===== src/rtl/dmem_arbiter_pkg.sv =====
// Shared types and constants for the data-memory arbiter.
package dmem_arbiter_pkg;

  localparam int unsigned MAX_WAIT_DEF = 4;
  localparam int unsigned WAIT_CNT_W   = 4;

  typedef enum logic [1:0] {
    OWN_NONE = 2'd0,
    OWN_CPU  = 2'd1,
    OWN_EXT  = 2'd2
  } owner_e;

  typedef enum logic {
    ST_IDLE = 1'b0,
    ST_LOCK = 1'b1
  } state_e;

endpackage


===== src/rtl/dmem_arbiter_wait_counter.sv =====
// Saturating host-starvation counter; at_max forces a host grant.
module arb_wait_counter
  import dmem_arbiter_pkg::*;
#(
  parameter int unsigned MAX = MAX_WAIT_DEF
) (
  input  logic i_clk,
  input  logic i_srst,
  input  logic i_inc,
  input  logic i_clr,
  output logic o_at_max
);

  logic [WAIT_CNT_W-1:0] r_cnt;

  assign o_at_max = (r_cnt == WAIT_CNT_W'(MAX));

  always_ff @(posedge i_clk) begin
    if (i_srst)                   r_cnt <= '0;
    else if (i_clr)               r_cnt <= '0;
    else if (i_inc && !o_at_max)  r_cnt <= r_cnt + WAIT_CNT_W'(1);
  end

endmodule


===== src/rtl/dmem_arbiter.sv =====
// Single-port data memory arbiter: CPU priority, bounded host wait, host lock.
module dmem_arbiter
  import dmem_arbiter_pkg::*;
#(
  parameter int unsigned ADDR_W   = 64,
  parameter int unsigned DATA_W   = 64,
  parameter int unsigned MAX_WAIT = MAX_WAIT_DEF
) (
  input  logic              i_clk,
  input  logic              i_srst,
  input  logic              i_cpu_req,
  input  logic              i_cpu_we,
  input  logic [ADDR_W-1:0] i_cpu_addr,
  input  logic [DATA_W-1:0] i_cpu_wdata,
  output logic              o_cpu_gnt,
  output logic              o_cpu_stall,
  output logic              o_cpu_rvalid,
  output logic [DATA_W-1:0] o_cpu_rdata,
  input  logic              i_ext_req,
  input  logic              i_ext_we,
  input  logic              i_ext_lock,
  input  logic [ADDR_W-1:0] i_ext_addr,
  input  logic [DATA_W-1:0] i_ext_wdata,
  output logic              o_ext_gnt,
  output logic              o_ext_rvalid,
  output logic [DATA_W-1:0] o_ext_rdata,
  output logic [ADDR_W-1:0] o_mem_addr,
  output logic              o_mem_wen,
  output logic              o_mem_ren,
  output logic [DATA_W-1:0] o_mem_wdata,
  input  logic [DATA_W-1:0] i_mem_rdata
);

  state_e r_state;
  state_e w_state_nxt;
  owner_e r_rd_owner;
  logic   w_cpu_gnt;
  logic   w_ext_gnt;
  logic   w_at_max;
  logic   w_cpu_rvalid;
  logic   w_ext_rvalid;

  arb_wait_counter #(.MAX(MAX_WAIT)) u_wait_cnt (
    .i_clk    (i_clk),
    .i_srst   (i_srst),
    .i_inc    (i_ext_req & ~w_ext_gnt),
    .i_clr    (w_ext_gnt | ~i_ext_req),
    .o_at_max (w_at_max)
  );

  always_ff @(posedge i_clk) begin
    if (i_srst) r_state <= ST_IDLE;
    else        r_state <= w_state_nxt;
  end

  // A lock cycle with ext_lock already dropped is arbitrated as IDLE.
  always_comb begin
    w_state_nxt = r_state;
    w_cpu_gnt   = 1'b0;
    w_ext_gnt   = 1'b0;
    if (!i_srst) begin
      if (r_state == ST_LOCK && i_ext_lock) begin
        w_ext_gnt = i_ext_req;
      end else begin
        w_state_nxt = ST_IDLE;
        if (i_ext_req && i_ext_lock) begin
          w_ext_gnt   = 1'b1;
          w_state_nxt = ST_LOCK;
        end else if (i_ext_req && w_at_max) begin
          w_ext_gnt = 1'b1;
        end else if (i_cpu_req) begin
          w_cpu_gnt = 1'b1;
        end else if (i_ext_req) begin
          w_ext_gnt = 1'b1;
        end
      end
    end
  end

  assign o_cpu_gnt   = w_cpu_gnt;
  assign o_ext_gnt   = w_ext_gnt;
  assign o_cpu_stall = i_cpu_req & ~w_cpu_gnt;

  assign o_mem_wen   = (w_cpu_gnt & i_cpu_we) | (w_ext_gnt & i_ext_we);
  assign o_mem_ren   = (w_cpu_gnt & ~i_cpu_we) | (w_ext_gnt & ~i_ext_we);
  assign o_mem_addr  = w_cpu_gnt ? i_cpu_addr  : (w_ext_gnt ? i_ext_addr  : '0);
  assign o_mem_wdata = w_cpu_gnt ? i_cpu_wdata : (w_ext_gnt ? i_ext_wdata : '0);

  always_ff @(posedge i_clk) begin
    if (i_srst)                     r_rd_owner <= OWN_NONE;
    else if (w_cpu_gnt & ~i_cpu_we) r_rd_owner <= OWN_CPU;
    else if (w_ext_gnt & ~i_ext_we) r_rd_owner <= OWN_EXT;
    else                            r_rd_owner <= OWN_NONE;
  end

  // Return data is suppressed during reset so a pending read is dropped.
  assign w_cpu_rvalid = (r_rd_owner == OWN_CPU) & ~i_srst;
  assign w_ext_rvalid = (r_rd_owner == OWN_EXT) & ~i_srst;
  assign o_cpu_rvalid = w_cpu_rvalid;
  assign o_ext_rvalid = w_ext_rvalid;
  assign o_cpu_rdata  = w_cpu_rvalid ? i_mem_rdata : '0;
  assign o_ext_rdata  = w_ext_rvalid ? i_mem_rdata : '0;

endmodule

===== config.mk =====
export PLATFORM = sky130hd
export DESIGN_NAME = dmem_arbiter
export DESIGN_NICKNAME = d
export VERILOG_FILES = /design/src/rtl/dmem_arbiter_pkg.sv /design/src/rtl/dmem_arbiter_wait_counter.sv /design/src/rtl/dmem_arbiter.sv
export SDC_FILE = /design/constraint.sdc
export NUM_CORES = 1
export LEC_CHECK = 0
export CAP_MARGIN = 20
export CORE_AREA = 2 2 228 230
export CTS_CLUSTER_DIAMETER = 100
export DETAILED_ROUTE_END_ITERATION = 8
export DIE_AREA = 0 0 230 232
export PLACE_DENSITY = 0.44
export SYNTH_ARGS = -nofsm -noshare
export SYNTH_HDL_FRONTEND = slang
export SYNTH_SLANG_ARGS = --single-unit

===== constraint.sdc =====
create_clock -name i_clk -period 2.3 [get_ports i_clk]
set_clock_uncertainty 0.05 [all_clocks]
set_input_delay 0.46 -clock i_clk [delete_from_list [all_inputs] [get_ports i_clk]]
set_output_delay 0.46 -clock i_clk [all_outputs]
set_load 0.02 [all_outputs]

==> flow_summary.ini <==
[placed_design]
io_buffers = 589
post-dp-hpwl_um = 34700
gp_congestion = 0.828
post-place-ws_ps = -870

[pwr]
p_leak_nw = 5.15
power_mw = 2.65
ir_worst_vdd_mv = 0.278
p_per_area_nw_per_um2 = 221

[logic_synthesis]
syn_area_per_cell_um2 = 7.27
synth_area_leader_cell = a22o_1
synthCells = 340
ys_seq_elements = 7
netlist_area_um2 = 2470
netlist_top_cells_area = a22o_1 (46%), and2_1 (33%), dfxtp_1 (5.7%)
synth_fp_nets = 669
synth_top_area_share_pct = 46.1
yosysSeqAreaShare_pct = 5.67
ys_warn_count = 0
ys_types = 23

[clocking]
cts_buffers = 3
cts.sinks = 7
cts_root_buffer = clkbuf_16
clkLatencyLatePin_ps = 230
clockBufferDepth = 2
cts_tree = done
htreeDepth = 1
clk_pin_slew_ps = 40
cts_hold_buffers = 0

[grt]
antenna_found_initial = 10
grt_pass1_vias = 6128
grt_pass1_wl_um = 54500
gr-usage-all-layers_pct = 14.9
grt_max_degree = 27
grt_overflow = 0

[drt]
ant_nets = 0
drt_iter0_markers = 167
viasPerCell = 3.44
first_pass_iters = 4
vias = 5755
post-route-drc-count = 0
routedWlPerCell_um = 26.4
routed_wirelength_um = 44200

[floorplanning]
io_pins = 590
rows = 83
core_area_um2 = 50900
die_w_um = 230
die_y_um = 232
initial_core_util_pct = 4.86
die_area_um2 = 53400

[outcome]
failed_checks = negative setup slack
status = complete, but fails checks

[worst_setup_path]
critical_path_required_ps = 1790
cp-startpoint = u_wait_cnt.r_cnt[1]$_SDFFE_PP0P_
cp_max_fo = 6
critPathCapture = o_mem_wdata[34]
end_kind = output pin
r2r_start = u_wait_cnt.r_cnt[1]$_SDFFE_PP0P_
r2r_slack_ps = 540
critPathArrivalTime_ps = 2080
critical-path-max-stage-delay_ps = 310
critical_path_class = reg2out
r2r-end = r_rd_owner[1]$_SDFF_PP0_
worstPathCellList = inv_2, ha_4, buf_4, nand4b_1, and3b_4, buf_8, buf_16, clkbuf_16, a22o_4, buf_12
ff2ff_path_depth = 8
slowest_stage = dfxtp_2
start_kind = register

[timing]
slew_viol_final = 0
setup_tns_ps = -28680
fin_crit_sh_pct = 113
worstMarginPinSlew_ps = 322
setup_ws_ps = -291
period_minus_slack_ps = 2590
max_slew_margin_pct = 78.5
fmax_ghz = 0.386
rsz0062_at_grt = true
hold_violations = 0
setup_viol = 130

[final_layout]
drive_above_1_share_pct = 44.2
areaGrowthSynthToFinish_pct = 384
fin_nets = 1319
final_common_cell = clkdlybuf4s50_1
multi_input_area_um2 = 2710
layout_common_cells = clkdlybuf4s50_1 (322), buf_6 (105), and2_1 (102)
nFillCells = 5472
seqCellArea_um2 = 143

[worst_hold_path]
hold_depth = 2
hp-class = in2reg
hold_path.startpoint = i_srst

[job]
drv_cap = 0
==> logic make-up (layout without fill, tap and decap cells) <==
| logic type | count (synthesis) | after routing | share of synthesized area (%) |
|---|---|---|---|
| buf+inv | 50 | 699 | 8.81 |
| simple gates | 146 | 146 | 36.6 |
| mux | 1 | 1 | 0.405 |
| xor+xnor | 1 | 1 | 0.354 |
| compound gates | 133 | 133 | 47.2 |
| fa+ha+maj | 2 | 2 | 1.01 |
| other cells | 0 | 2 | 0 |
| flops | 7 | 7 | 5.67 |
==> critical path, delay by kind of cell (launching register included) <==
family | cells | cell delay, ps
buf+inv | 6 | 770
simple gates | 2 | 350
flops | 1 | 310
fa+ha+maj | 1 | 130
compound gates | 1 | 270
==> cell type report <==
cell class                 count  area share (%)
tap                          680            7.11
inverter                       7           0.220
antenna                        2          0.0418
clock buffer                   4           0.659
timing repair buffer         688            68.1
sequential                     7            1.19
multi-input combinational    283            22.7
==> worst min path at each step <==
stage / endpoint / slack, ps
after floorplan: u_wait_cnt.r_cnt[0]$_SDFFE_PP0P_ / 380
after global placement: r_state$_SDFFE_PP0N_ / 430
after detailed placement: r_state$_SDFFE_PP0N_ / 430
after CTS: r_state$_SDFFE_PP0N_ / 440
after global routing: r_state$_SDFFE_PP0N_ / 410
final: r_state$_SDFFE_PP0N_ / 400
==> state kept, by name, indices dropped and copies added, names as in the netlist <==
name,count
r_state,1
u_wait_cnt.r_cnt,4
r_rd_owner,2
==> synth_stat cells <==
library cell  instances
a22o_1              130
a311oi_2              1
and2_1              129
and3b_1               1
buf_2                18
buf_4                 2
clkbuf_1             23
dfxtp_1               7
ha_1                  2
inv_1                 7
mux2i_1               1
nand2_1               1
nand2b_1              1
nand3_1               1
nand3b_1              1
nand4b_1              1
nor2_1                6
nor3_1                2
nor3b_1               2
o21a_1                1
o21ai_0               1
or4b_2                1
xnor2_1               1
==> power by group <==
part / switching [mW] / leakage [nW] / internal [mW]
Sequential: 0.00227 / 0.0578 / 0.125
Combinational: 0.902 / 5.05 / 1.32
Clock: 0.0644 / 0.0382 / 0.231
Total: 0.969 / 5.15 / 1.68
==> layer usage <==
metal | track usage [%] | wire [um]
met5 | 0 | 77
met4 | 0.887 | 761
met3 | 3.77 | 3210
met2 | 31.0 | 24700
met1 | 15.2 | 15400
==> metrics by stage <==
stage / hold slack (ps) / instance area [um^2] / std cells / util (%)
2_1_floorplan: 380 / 2470 / 340 / -
3_3_place_gp: 425 / 10000 / 1602 / 19.7
3_5_place_dp: 432 / 10000 / 1602 / 19.7
4_1_cts: 436 / 11400 / 1646 / 22.3
5_1_grt: 409 / 12000 / 1671 / 23.5
6_report: 398 / 12000 / 1671 / 23.5
==> what timing repair did <==
item | in CTS | in global routing
hold endpoints to repair | 0 | 0
endpoints found under the setup margin | 263 | 190
pin swaps | 10 | 98
setup buffers | 22 | 10
resized for setup | 886 | 86
gates cloned | 18 | 18
(Power assumes the default switching activity.)
